`src/rtl/uart_echo_pkg.sv`:
```
// rtl/uart_echo_pkg.sv - shared state encodings and ASCII case helpers for the UART echo responder
package uart_echo_pkg;

  typedef enum logic {
    RX_IDLE,
    RX_CLR
  } rx_state_t;

  typedef enum logic [1:0] {
    TX_IDLE,
    TX_LOAD,
    TX_WAIT_BUSY,
    TX_WAIT_DONE
  } tx_state_t;

  localparam logic [7:0] ASCII_LC_A = 8'h61;
  localparam logic [7:0] ASCII_LC_Z = 8'h7A;
  localparam int         CASE_BIT   = 5;

  // Lower-case ASCII letters lose their case bit; everything else is untouched.
  function automatic logic [7:0] to_upper(input logic [7:0] b);
    logic [7:0] r;
    r = b;
    if ((b >= ASCII_LC_A) && (b <= ASCII_LC_Z)) begin
      r[CASE_BIT] = 1'b0;
    end
    return r;
  endfunction

endpackage

```
`src/rtl/uart_echo_responder_sync_fifo.sv`:
```
// rtl/uart_echo_responder_sync_fifo.sv - first-word-fall-through synchronous FIFO with occupancy count
module sync_fifo #(
  parameter  int WIDTH = 8,
  parameter  int DEPTH = 16,
  localparam int AW    = $clog2(DEPTH),
  localparam int CW    = $clog2(DEPTH) + 1
) (
  input  logic             clk,
  input  logic             rst,
  input  logic             push,
  input  logic             pop,
  input  logic [WIDTH-1:0] din,
  output logic [WIDTH-1:0] dout,
  output logic             full,
  output logic             empty,
  output logic [CW-1:0]    count
);

  logic [WIDTH-1:0] mem_q [DEPTH];
  logic [WIDTH-1:0] mem_d [DEPTH];
  logic [AW-1:0]    wr_ptr_q, wr_ptr_d;
  logic [AW-1:0]    rd_ptr_q, rd_ptr_d;
  logic [CW-1:0]    count_q, count_d;
  logic             do_push;
  logic             do_pop;

  // Empty is taken from the registered count, so a fresh push becomes poppable one cycle later.
  assign full  = (count_q == CW'(DEPTH));
  assign empty = (count_q == '0);
  assign dout  = mem_q[rd_ptr_q];
  assign count = count_q;

  // Qualify requests, write the slot at the tail, advance pointers (natural wrap), track occupancy.
  always_comb begin
    do_pop   = pop && !empty;
    do_push  = push && (!full || do_pop);
    mem_d    = mem_q;
    wr_ptr_d = wr_ptr_q;
    rd_ptr_d = rd_ptr_q;
    count_d  = count_q;
    if (do_push) begin
      mem_d[wr_ptr_q] = din;
      wr_ptr_d        = wr_ptr_q + AW'(1);
    end
    if (do_pop) begin
      rd_ptr_d = rd_ptr_q + AW'(1);
    end
    case ({do_push, do_pop})
      2'b10:   count_d = count_q + CW'(1);
      2'b01:   count_d = count_q - CW'(1);
      default: count_d = count_q;
    endcase
  end

  // Pointer and count registers; reset empties the FIFO.
  always_ff @(posedge clk) begin
    if (rst) begin
      wr_ptr_q <= '0;
      rd_ptr_q <= '0;
      count_q  <= '0;
    end else begin
      wr_ptr_q <= wr_ptr_d;
      rd_ptr_q <= rd_ptr_d;
      count_q  <= count_d;
    end
  end

  // Storage needs no reset: slots are only read after being written.
  always_ff @(posedge clk) begin
    mem_q <= mem_d;
  end

endmodule

```
`src/rtl/uart_echo_responder.sv`:
```
// rtl/uart_echo_responder.sv - UART byte echo with elastic FIFO; ECHO_UPCASE_EN upper-cases echoed letters
module uart_echo_responder
  import uart_echo_pkg::*;
#(
  parameter  int FIFO_DEPTH   = 16,
  parameter  int BUSY_TIMEOUT = 8,
  localparam int CW           = $clog2(FIFO_DEPTH) + 1
) (
  input  logic          clk_50m,
  input  logic          rst,
  input  logic          rx_ready,
  input  logic [7:0]    rx_data,
  output logic          ready_clr,
  input  logic          tx_busy,
  output logic [7:0]    data_in,
  output logic          wr_en,
  output logic [CW-1:0] fifo_count,
  output logic          overflow,
  output logic          tx_timeout
);

  localparam int TW = $clog2(BUSY_TIMEOUT + 1);

  rx_state_t     rx_state_q, rx_state_d;
  tx_state_t     tx_state_q, tx_state_d;
  logic          ready_clr_q, ready_clr_d;
  logic          wr_en_q, wr_en_d;
  logic [7:0]    data_in_q, data_in_d;
  logic          overflow_q, overflow_d;
  logic          tx_timeout_q, tx_timeout_d;
  logic [TW-1:0] tmo_cnt_q, tmo_cnt_d;

  logic          push;
  logic          pop;
  logic [7:0]    push_data;
  logic [7:0]    fifo_dout;
  logic          fifo_full;
  logic          fifo_empty;

`ifdef ECHO_UPCASE_EN
  assign push_data = to_upper(rx_data);
`else
  assign push_data = rx_data;
`endif

  assign ready_clr  = ready_clr_q;
  assign wr_en      = wr_en_q;
  assign data_in    = data_in_q;
  assign overflow   = overflow_q;
  assign tx_timeout = tx_timeout_q;

  sync_fifo #(
    .WIDTH (8),
    .DEPTH (FIFO_DEPTH)
  ) u_fifo (
    .clk   (clk_50m),
    .rst   (rst),
    .push  (push),
    .pop   (pop),
    .din   (push_data),
    .dout  (fifo_dout),
    .full  (fifo_full),
    .empty (fifo_empty),
    .count (fifo_count)
  );

  // RX side: capture each completed byte once, then wait for the UART to drop rx_ready.
  always_comb begin
    rx_state_d  = rx_state_q;
    ready_clr_d = 1'b0;
    overflow_d  = overflow_q;
    push        = 1'b0;
    case (rx_state_q)
      RX_IDLE: begin
        if (rx_ready) begin
          ready_clr_d = 1'b1;
          rx_state_d  = RX_CLR;
          if (!fifo_full) begin
            push = 1'b1;
          end else begin
            overflow_d = 1'b1;
          end
        end
      end
      RX_CLR: begin
        if (!rx_ready) begin
          rx_state_d = RX_IDLE;
        end
      end
      default: rx_state_d = RX_IDLE;
    endcase
  end

  // TX side: pop into data_in, pulse wr_en (registered, so it appears as TX_LOAD is left),
  // then track tx_busy up and down; a byte the UART never accepts is abandoned.
  always_comb begin
    tx_state_d   = tx_state_q;
    wr_en_d      = 1'b0;
    data_in_d    = data_in_q;
    tx_timeout_d = tx_timeout_q;
    tmo_cnt_d    = tmo_cnt_q;
    pop          = 1'b0;
    case (tx_state_q)
      TX_IDLE: begin
        if (!fifo_empty && !tx_busy) begin
          pop        = 1'b1;
          data_in_d  = fifo_dout;
          tx_state_d = TX_LOAD;
        end
      end
      TX_LOAD: begin
        wr_en_d    = 1'b1;
        tmo_cnt_d  = '0;
        tx_state_d = TX_WAIT_BUSY;
      end
      TX_WAIT_BUSY: begin
        if (tx_busy) begin
          tx_state_d = TX_WAIT_DONE;
        end else if (tmo_cnt_q == TW'(BUSY_TIMEOUT - 1)) begin
          tx_timeout_d = 1'b1;
          tx_state_d   = TX_IDLE;
        end else begin
          tmo_cnt_d = tmo_cnt_q + TW'(1);
        end
      end
      TX_WAIT_DONE: begin
        if (!tx_busy) begin
          tx_state_d = TX_IDLE;
        end
      end
      default: tx_state_d = TX_IDLE;
    endcase
  end

  // State and output registers; reset leaves any in-flight UART transmission to finish on its own.
  always_ff @(posedge clk_50m) begin
    if (rst) begin
      rx_state_q   <= RX_IDLE;
      tx_state_q   <= TX_IDLE;
      ready_clr_q  <= 1'b0;
      wr_en_q      <= 1'b0;
      data_in_q    <= 8'h00;
      overflow_q   <= 1'b0;
      tx_timeout_q <= 1'b0;
      tmo_cnt_q    <= '0;
    end else begin
      rx_state_q   <= rx_state_d;
      tx_state_q   <= tx_state_d;
      ready_clr_q  <= ready_clr_d;
      wr_en_q      <= wr_en_d;
      data_in_q    <= data_in_d;
      overflow_q   <= overflow_d;
      tx_timeout_q <= tx_timeout_d;
      tmo_cnt_q    <= tmo_cnt_d;
    end
  end

endmodule

```
`config.mk`:
```
export PLATFORM = sky130hd
export DESIGN_NAME = uart_echo_responder
export DESIGN_NICKNAME = d
export VERILOG_FILES = /design/src/rtl/uart_echo_pkg.sv /design/src/rtl/uart_echo_responder_sync_fifo.sv /design/src/rtl/uart_echo_responder.sv
export SDC_FILE = /design/constraint.sdc
export NUM_CORES = 1
export LEC_CHECK = 0
export ABC_AREA = 0
export ABC_CLOCK_PERIOD_IN_PS = 3800
export BUFFER_PORTS_ARGS = -buffer_cell sky130_fd_sc_hd__buf_2
export CORE_MARGIN = 8
export CORE_UTILIZATION = 45
export DETAILED_ROUTE_END_ITERATION = 10
export PLACE_DENSITY_LB_ADDON = 0.1
export SETUP_SLACK_MARGIN = 0.1
export SYNTH_ARGS = -nofsm -noshare
export SYNTH_HDL_FRONTEND = slang
export SYNTH_SLANG_ARGS = --single-unit
```
`constraint.sdc`:
```
create_clock -name clk_50m -period 3.8 [get_ports clk_50m]
set_input_delay 0.19 -clock clk_50m [delete_from_list [all_inputs] [get_ports clk_50m]]
set_output_delay 0.19 -clock clk_50m [all_outputs]
set_load 0.01 [all_outputs]
```
---- Word-level counts from Yosys, hierarchy flattened ----
Cells that the tools add are included.
cells by class
  $add $sub $neg .......................... 5
  magnitude comparators ................... 3
  equal/unequal tests ..................... 12
  multiplexer cells ....................... 22
  bitwise operators ....................... 4
  reduce and logical (&&, ||, !) cells .... 18
operator list
  kind                 number
  $bwmux 128           1
  $bmux 8 s4           1
  $demux 8 s4          1
  $mux 8               3
  $add 4x1->4 const B  3
  $reduce_and 3->1     4
  $ge 5x5->1 const B   2
  $not 4->5            2
  $pmux 5 s2           1
  $mux 2               4
  $mux 4               2
  $ne 2x2->1 const B   4
  $pmux 2 s4           1
  $pmux 4 s2           1
  $mux 1               7
  $eq 2x2->1 const B   3
  $add 5x1->5 const B  1
  $eq 5x5->1 const B   1
  $logic_not 5->1      1
  $lt 5x1->1 const B   1
  $sub 5x1->5 const B  1
  $eq 2x1->1 const B   2
  $eq 4x3->1 const B   1
  $logic_and 1x1->1    4
  8 further kinds      12
word-level totals
  flip-flop bits (word level) ............. 160
  output and inout port bits .............. 17
  word-level logic and storage cells ...... 91

---- Longest topological paths before layout ----
Gate-level depths: netlist of the first run.
  depth after elaboration ................. 10
  gate-level depth with buffers ........... 10
  mapped depth without buffers ............ 9

---- Hierarchy ----
From an unflattened synthesis of the first run, not the netlist that was laid out.
second synthesis, totals
  cells, all modules ...................... 402
  area total of the unflattened synthesis .. 6,523.8 µm²
by module, submodules not included
  module               times used  cells an instance  area an instance (µm²)  seq. area each (µm²)
  sync_fifo            1           325                5,776.8                 4,103.9
  uart_echo_responder  1           77                 747.0                   380.4

---- Least setup slack after synthesis of the first run ----
No wires, ideal clock.
  kind .................................... register to register
  start point ............................. register u_fifo.count_q[0], in the netlist u_fifo.count[0]
  end point ............................... register u_fifo.count_q[4], in the netlist u_fifo.count[4]
  setup time .............................. 0.121 ns
  arrival time ............................ 2.590 ns
  path slack .............................. 1.089 ns
  cell stages (with the launch flop) ...... 10
  path buffers ............................ 1
  cells stage by stage .................... dfxtp_1 > nor4_4 > a21boi_1 > buf_4 > ha_1 > fa_1 > a21o_1 > a21oi_1 > mux2i_1 > mux2_2
on the way
  cells in the longest elaborated chain, start to end .. 10
  elaborated cells on any way between the ends .. 19
  classes of those cells .................. add/sub (2); eq/ne (3); mux (6); reduce/logical (8)
ends and longest elaborated chain
  what                                             line                                                             source
  from (decl)                                      uart_echo_responder_sync_fifo.sv:23                              logic [CW-1:0] count_q, count_d;
  from (signal assigned)                           uart_echo_responder_sync_fifo.sv:64                              count_q <= count_d;
  $logic_not 5->1 (*)                              uart_echo_responder_sync_fifo.sv:29                              assign empty = (count_q == '0);
  $logic_not 1->1 (*)                              uart_echo_responder_sync_fifo.sv:35, uart_echo_responder.sv:105
  $logic_and 1x1->1                                uart_echo_responder.sv:105                                       if (!fifo_empty && !tx_busy) begin
  $mux 1                                           uart_echo_responder.sv:105
  $mux 1                                           uart_echo_responder.sv:103                                       case (tx_state_q)
  $logic_and 1x1->1 (*)                            uart_echo_responder_sync_fifo.sv:35                              do_pop = pop && !empty;
  net u_fifo.do_pop                                uart_echo_responder_sync_fifo.sv:25                              logic do_pop;
  $logic_or 1x1->1                                 uart_echo_responder_sync_fifo.sv:36                              do_push = push && (!full || do_pop);
  $logic_and 1x1->1                                uart_echo_responder_sync_fifo.sv:36
  $eq 2x1->1 or $eq 2x2->1 (tied branches)         uart_echo_responder_sync_fifo.sv:48                              case ({do_push, do_pop})
  $pmux 5 s2 or $reduce_bool 2->1 (tied branches)  -
The timed path passes the listed nets; every way through them passes the cells marked *.
A chain may end at the register's enable or synchronous reset.

---- Final worst setup path of the first run ----
  start point ............................. register u_fifo.count_q[0], in the netlist u_fifo.count[0]
  end point ............................... register u_fifo.count_q[4], in the netlist u_fifo.count[4]
on the way
  cells in the longest elaborated chain, start to end .. 10
  elaborated cells on any way between the ends .. 19
  classes of those cells .................. add/sub (2); eq/ne (3); mux (6); reduce/logical (8)
ends and longest elaborated chain
  what                                             line
  $logic_not 5->1                                  uart_echo_responder_sync_fifo.sv:29
  $logic_not 1->1                                  uart_echo_responder_sync_fifo.sv:35, uart_echo_responder.sv:105
  $logic_and 1x1->1                                uart_echo_responder.sv:105
  $mux 1                                           uart_echo_responder.sv:105
  $mux 1                                           uart_echo_responder.sv:103
  $logic_and 1x1->1                                uart_echo_responder_sync_fifo.sv:35
  $logic_or 1x1->1                                 uart_echo_responder_sync_fifo.sv:36
  $logic_and 1x1->1                                uart_echo_responder_sync_fifo.sv:36
  $eq 2x1->1 or $eq 2x2->1 (tied branches)         uart_echo_responder_sync_fifo.sv:48
  $pmux 5 s2 or $reduce_bool 2->1 (tied branches)  -
Parallel ways exist; a longest one is shown, timed or not.

==> results of run 1 <==
[stage by stage]
stage | instance area, um2 | hold slack [ps] | total power [mW] | setup WS [ps] | utilization, %
final | 7380 | 64.8 | 4.52 | 995 | 51.4
after global routing | 7380 | 69.6 | 4.72 | 784 | 51.4
after CTS | 7380 | 50.6 | 4.56 | 986 | 51.4
after detailed placement | 6800 | 446 | 2.94 | 1020 | 47.3
after global placement | 6800 | 436 | 2.91 | 1110 | 47.3
after floorplan | 6550 | 289 | 2.70 | 1090 | -
[power breakdown]
part | internal, mW | switching, mW
logic | 0.316 | 0.460
registers | 2.01 | 0.115
clock network | 0.975 | 0.648
[flip-flops by register name (all words and copies together) (netlist names), 2 cells and up]
register,cells
u_fifo.wr_ptr_q,4
tx_state_q,2
data_in,8
u_fifo.count,5
u_fifo.mem_q,128
u_fifo.rd_ptr_q,4
tmo_cnt_q,4
[synth_stat cells, drive strengths merged (4+ instances only)]
library cell,count
nor2b,4
nand2b,4
a31oi,4
edfxtp,128
inv,5
xor2,6
a211oi,8
nor2,45
nand2,5
a21oi,6
nor3,7
nand3b,5
xnor2,5
mux2i,64
o22ai,30
ha,10
clkbuf,5
buf,18
dfxtp,32
nor4,8
[area by class of cell]
| cell class | instances | share of cell area [%] |
|---|---|---|
| Inverter | 5 | 0.254 |
| Timing Repair Buffer | 36 | 2.75 |
| Sequential cell | 160 | 60.8 |
| Multi-Input combinational cell | 240 | 25.4 |
| Clock buffer | 25 | 6.71 |
| Clock inverter | 7 | 1.00 |
| Tap cell | 184 | 3.12 |
[cell families (layout without fill, tap and decap cells)]
kind of cell	Yosys count	after routing	synth area share, %
DFF	160	160	68.5
xor gates and xnor gates	11	11	1.47
and+or+nand+nor	93	93	7.57
buffers and inverters	29	73	3.06
muxes	68	68	10.9
AOI/OAI and AO/OA	57	57	6.32
adders and majority gates	11	11	2.22
[layer usage]
layer / up-vias / wire length, um / track usage [%]
met5: - / 0 / 0
met1: 1725 / 5940 / 21.1
met4: 0 / 161 / 6.41
li1: 1703 / - / -
met3: 12 / 994 / 3.49
met2: 97 / 6110 / 22.4
[how the worst min path moves through the flow]
| stage | startpoint | end | slack (ps) | depth (start not counted) |
|---|---|---|---|---|
| 2_1_floorplan | rx_data[0] | u_fifo.mem_q[0] | 290 | 0 |
| 3_3_place_gp | rx_ready | rx_state_q | 440 | 2 |
| 6_report | tx_busy | tx_state_q[0] | 60 | 3 |
| 5_1_grt | tx_busy | tx_state_q[0] | 70 | 3 |
| 4_1_cts | tx_busy | tx_state_q[0] | 50 | 3 |
| 3_5_place_dp | rx_ready | rx_state_q | 450 | 2 |
[critical path: stages (launching register included)]
cell and delay, ps:
sky130_fd_sc_hd__dfxtp_1 390, sky130_fd_sc_hd__nor4_4 460, sky130_fd_sc_hd__a21oi_2 190, sky130_fd_sc_hd__inv_1 90
sky130_fd_sc_hd__ha_1 260, sky130_fd_sc_hd__ha_1 320, sky130_fd_sc_hd__a21o_1 190, sky130_fd_sc_hd__a21oi_1 190
sky130_fd_sc_hd__mux2i_1 240, sky130_fd_sc_hd__mux2_2 350
==> metrics, run 1 <==
run status=finished, final reports clean; number of enable flip-flop cells after synthesis=128; TritonCTS clock tree=built; number of antenna violations at the first check in global routing=0; Max-slew headroom=32.6%; part of the cycle the worst path needs=73.8%; Reg-to-Reg Start=u_fifo.count[0]; number of diodes=0; setup repair after global routing missed its margin=no; syn_nets=452; global router's overall resource usage=15.2%; Mapped Avg Cell Area=15.3 um2; Max Cap Viol=0; vias in the first global route=3400; category of the most critical setup path=reg -> reg; startpoint of the most critical setup path=u_fifo.count[0]; buffer cell driving the clock tree root=sky130_fd_sc_hd__clkbuf_16; vias per cell=5.38; Crit Reg-Reg Endpoint=u_fifo.count[4]; flip-flop and latch count after synthesis=160; Placement Rows=44; later-pin clock latency in the skew report=420 ps; clock slew at reported path FFs=60 ps; largest vdd supply drop=0.000312 V; Final Routed Wirelength=13.2 mm; boundary pin count=29; layout cells sized above 1=16.9%; top cells by area in the synthesized netlist=sky130_fd_sc_hd__edfxtp_1 59%, sky130_fd_sc_hd__dfxtp_1 9.8%, sky130_fd_sc_hd__mux2i_1 9.8%; timing-limited maximum frequency=357 MHz; most frequent cells in the layout=128 x sky130_fd_sc_hd__edfxtp_1, 64 x sky130_fd_sc_hd__mux2i_1, 45 x sky130_fd_sc_hd__nor2_1; number of buffers inserted for hold repair after clock tree synthesis=1; maximum number of buffers from clock root to sink=2; multi-input combinational cell area=1870 um2; Finished Layout Cells=657; power density over the cells=612 nW/um2; core area=14400 um2; sequential fraction of the synthesis area=68.5%; number of H-tree levels=4; dominant register cell in the synthesized netlist=sky130_fd_sc_hd__edfxtp_1; required time of the critical path=4110 ps; type of the worst min-delay path=in -> reg; clk sinks=160; Initial DRC Count=232; Horiz. Die Dim=137 um; remaining design rule violation count=0; post-route setup TNS=0 ps; Leak Pwr=2.42 nW; largest net degree at the start of global routing=35; clock buffers created by TritonCTS=17; count of mapped cells out of synthesis=429; routed len/inst=20.1 um; total area of sequential cells=4490 um2; DRT antenna net count=0; global-route wire length before repair=20.4 mm; Data arrival, critical path=3110 ps; worst-case reg-to-reg path depth=9; kind of launch point of the worst setup path=flop; hpwl dp=8.62 mm; number of setup violations in the final report=0; cell type contributing the most total cell area after synthesis=sky130_fd_sc_hd__edfxtp_1; total vias in the final route=3537; number of fillers in the final layout=1199; cell count after placement=624; nets=483; actual transition at the worst max-transition pin=1010 ps; minimum setup slack among reg-to-reg paths=1000 ps; top cell type's share of synthesized area=58.7%; routability-driven placement congestion ratio=0.788; Die Outline Area=18700 um2; number of failing hold endpoints at the final stage=0; cell area after synthesis=6550 um2; capturing element type of the critical path=flop; end of the critical path=u_fifo.count[4]; number of iterations in the first detailed-routing pass=4; Die Y=137 um; Max FO, Critical Path=6; number of pins with negative max-slew slack in the final report=0; overflow left after global routing=0; Post-CTS Resized=0; Syn-to-layout area delta=12.7%; starting density of the core=45.6%; Fin Clk Skew=7.75 ps; async set-or-reset flop fraction in the synthesized netlist=0%; IO Port Bufs=28; number of warning messages in the yosys log=0; post-CTS setup buffer count=0; fin crit period=2800 ps; Cell variety after synth=50; commonest non-fill, non-tap cell in the layout=sky130_fd_sc_hd__edfxtp_1
Note: power is estimated with default switching activity, not from simulation.
==> inputs of run 2 (changes only) <==
--- a/config.mk
+++ b/config.mk
@@ -6,7 +6,7 @@
 export NUM_CORES = 1
 export LEC_CHECK = 0
 export ABC_AREA = 0
-export ABC_CLOCK_PERIOD_IN_PS = 3800
+export ABC_CLOCK_PERIOD_IN_PS = 2550
 export BUFFER_PORTS_ARGS = -buffer_cell sky130_fd_sc_hd__buf_2
 export CORE_MARGIN = 8
 export CORE_UTILIZATION = 45
==> constraint.sdc (replaced) <==
create_clock -name clk_50m -period 2.55 [get_ports clk_50m]
set_input_delay 0.1275 -clock clk_50m [delete_from_list [all_inputs] [get_ports clk_50m]]
set_output_delay 0.1275 -clock clk_50m [all_outputs]
set_load 0.01 [all_outputs]
==> metrics, run 2 (synthesis gave the netlist of run 1 again) <==
fin crit period=2380 ps (-429 ps); buffer cell driving the clock tree root=sky130_fd_sc_hd__clkbuf_16; Horiz. Die Dim=137 um (unchanged); global-route wire length before repair=21.6 mm (+5.8%); largest register by flop count=u_fifo.mem_q; number of diodes=0 (unchanged); largest net degree at the start of global routing=35 (unchanged); number of flip-flops under the largest register name=128 (unchanged); vias in the first global route=3623 (+6.6%); remaining design rule violation count=0 (unchanged); Data arrival, critical path=2680 ps (-430 ps); Initial DRC Count=267 (+15%); number of failing hold endpoints at the final stage=0 (unchanged); largest vdd supply drop=0.000569 V (+82%); final design instance area without fill=7620 um2 (+3.3%); clock slew at reported path FFs=60 ps (about the same); power density over the cells=933 nW/um2 (+52%); Die Outline Area=18700 um2 (unchanged); IO Port Bufs=28 (unchanged); global router's overall resource usage=16.0% (+0.81 points); category of the most critical setup path=reg -> reg; total area of sequential cells=4490 um2 (about the same); number of setup violations in the final report=0 (unchanged); DRT antenna net count=0 (unchanged); clk sinks=160 (unchanged); nets=501 (+3.7%); clock buffers created by TritonCTS=17 (unchanged); number of pins with negative max-slew slack in the final report=0 (unchanged); Max-slew headroom=35.6% (+3.0 points); number of iterations in the first detailed-routing pass=4 (unchanged); Fin Clk Skew=7.72 ps (-0.0348 ps); kind of launch point of the worst setup path=flop; Max Cap Viol=0 (unchanged); overflow left after global routing=0 (unchanged); actual transition at the worst max-transition pin=963 ps (-45.0 ps); routability-driven placement congestion ratio=0.732 (-7.1%); type of the worst min-delay path=in -> reg; layout cells sized above 1=21.6% (+4.7 points); Final Core Density=53.0% (+1.7 points); boundary pin count=29 (unchanged); timing-limited maximum frequency=421 MHz (+18%); Placement Rows=44 (unchanged); multi-input combinational cell area=1900 um2 (+1.5%); setup repair after global routing missed its margin=no; total vias in the final route=3623 (+2.4%); capturing element type of the critical path=flop; routed len/inst=20.8 um (+3.3%); commonest non-fill, non-tap cell in the layout=sky130_fd_sc_hd__edfxtp_1; later-pin clock latency in the skew report=420 ps (about the same); starting density of the core=45.6% (unchanged); hpwl dp=8.98 mm (+4.2%); Final Routed Wirelength=14.0 mm (+6.1%); Max FO, Critical Path=5 (-1); required time of the critical path=2860 ps (-1250 ps); vias per cell=5.37 (-0.30%); number of antenna violations at the first check in global routing=0 (unchanged); number of H-tree levels=4 (unchanged); maximum number of buffers from clock root to sink=2 (unchanged); run status=finished, final reports clean; total placed instance area=6960 um2 (+2.3%); part of the cycle the worst path needs=93.1% (+19 points); number of fillers in the final layout=1206 (+0.58%); Die Y=137 um (unchanged); Syn-to-layout area delta=16.4%; post-route setup TNS=0 ps (unchanged); core area=14400 um2 (unchanged); Leak Pwr=2.55 nW (+5.1%); most frequent cells in the layout=128 x sky130_fd_sc_hd__edfxtp_1, 64 x sky130_fd_sc_hd__mux2i_1, 45 x sky130_fd_sc_hd__nor2_1; final worst hold slack=29.9 ps (-34.9 ps); TritonCTS clock tree=built
run 2: cell types whose count changed in the layout (fill, tap and decap cells not counted), moves of 2 or more:
| cell | previous run | this run |
|---|---|---|
| sky130_fd_sc_hd__bufinv_16 | 1 | 3 |
| sky130_fd_sc_hd__inv_6 | 3 | 1 |
| sky130_fd_sc_hd__dfxtp_1 | 31 | 28 |
| sky130_fd_sc_hd__buf_4 | 7 | 23 |
| sky130_fd_sc_hd__dfxtp_2 | 0 | 3 |
| sky130_fd_sc_hd__nor3_2 | 2 | 0 |
| sky130_fd_sc_hd__buf_12 | 0 | 2 |
run 2: critical path: stages, from the launching register on:
cell	delay [ps]
sky130_fd_sc_hd__dfxtp_2	330
sky130_fd_sc_hd__nor4_4	390
sky130_fd_sc_hd__a21boi_4	120
sky130_fd_sc_hd__ha_4	190
sky130_fd_sc_hd__fa_2	350
sky130_fd_sc_hd__a21o_1	180
sky130_fd_sc_hd__a21oi_2	140
sky130_fd_sc_hd__mux2i_1	220
sky130_fd_sc_hd__mux2_2	350
run 2: area by class of cell:
type | count | area share (%)
Timing Repair Buffer | 54 | 4.76
Clock inverter | 8 | 1.66
Sequential cell | 160 | 58.9
Tap cell | 184 | 3.02
Multi-Input combinational cell | 240 | 24.9
Clock buffer | 24 | 6.45
Inverter | 5 | 0.246
run 2: timing repair:
action | in CTS | in global routing
hold buffers | 1 | 0
resized for setup | 0 | 3
setup endpoints to repair | 1 | 1
pin swaps | 1 | 4
setup buffers | 1 | 2
endpoints found under the hold margin | 1 | 0
run 2: per-stage QoR:
| stage | setup slack, ps | instances | power [mW] |
|---|---|---|---|
| detailed placement | 76.8 | 639 | 4.47 |
| finish | 175 | 675 | 7.11 |
| global placement | 121 | 639 | 4.43 |
| floorplan | 101 | 429 | 4.07 |
| CTS | 118 | 673 | 7.12 |
| global route | 98.5 | 675 | 7.41 |
run 2: path summary, 6_finish.rpt:
path	cells after the start	slack [ps]	end	startpoint
min reg2reg	2	470	overflow	overflow
max reg2reg	8	170	u_fifo.count[4]	u_fifo.count[1]
min	3	30	tx_state_q[0]	tx_busy
max	8	170	u_fifo.count[4]	u_fifo.count[1]
run 2: power breakdown:
group          switching (mW)  internal, mW
clock network           0.981          1.65
registers               0.124          2.99
logic                   0.760         0.603
total                    1.86          5.24
run 2: routing by layer:
metal  share of wire, %  track usage, %
met1                 47            21.8
met2                 47            24.7
met3                3.9            3.34
met4                1.4            6.04
met5                  0               0
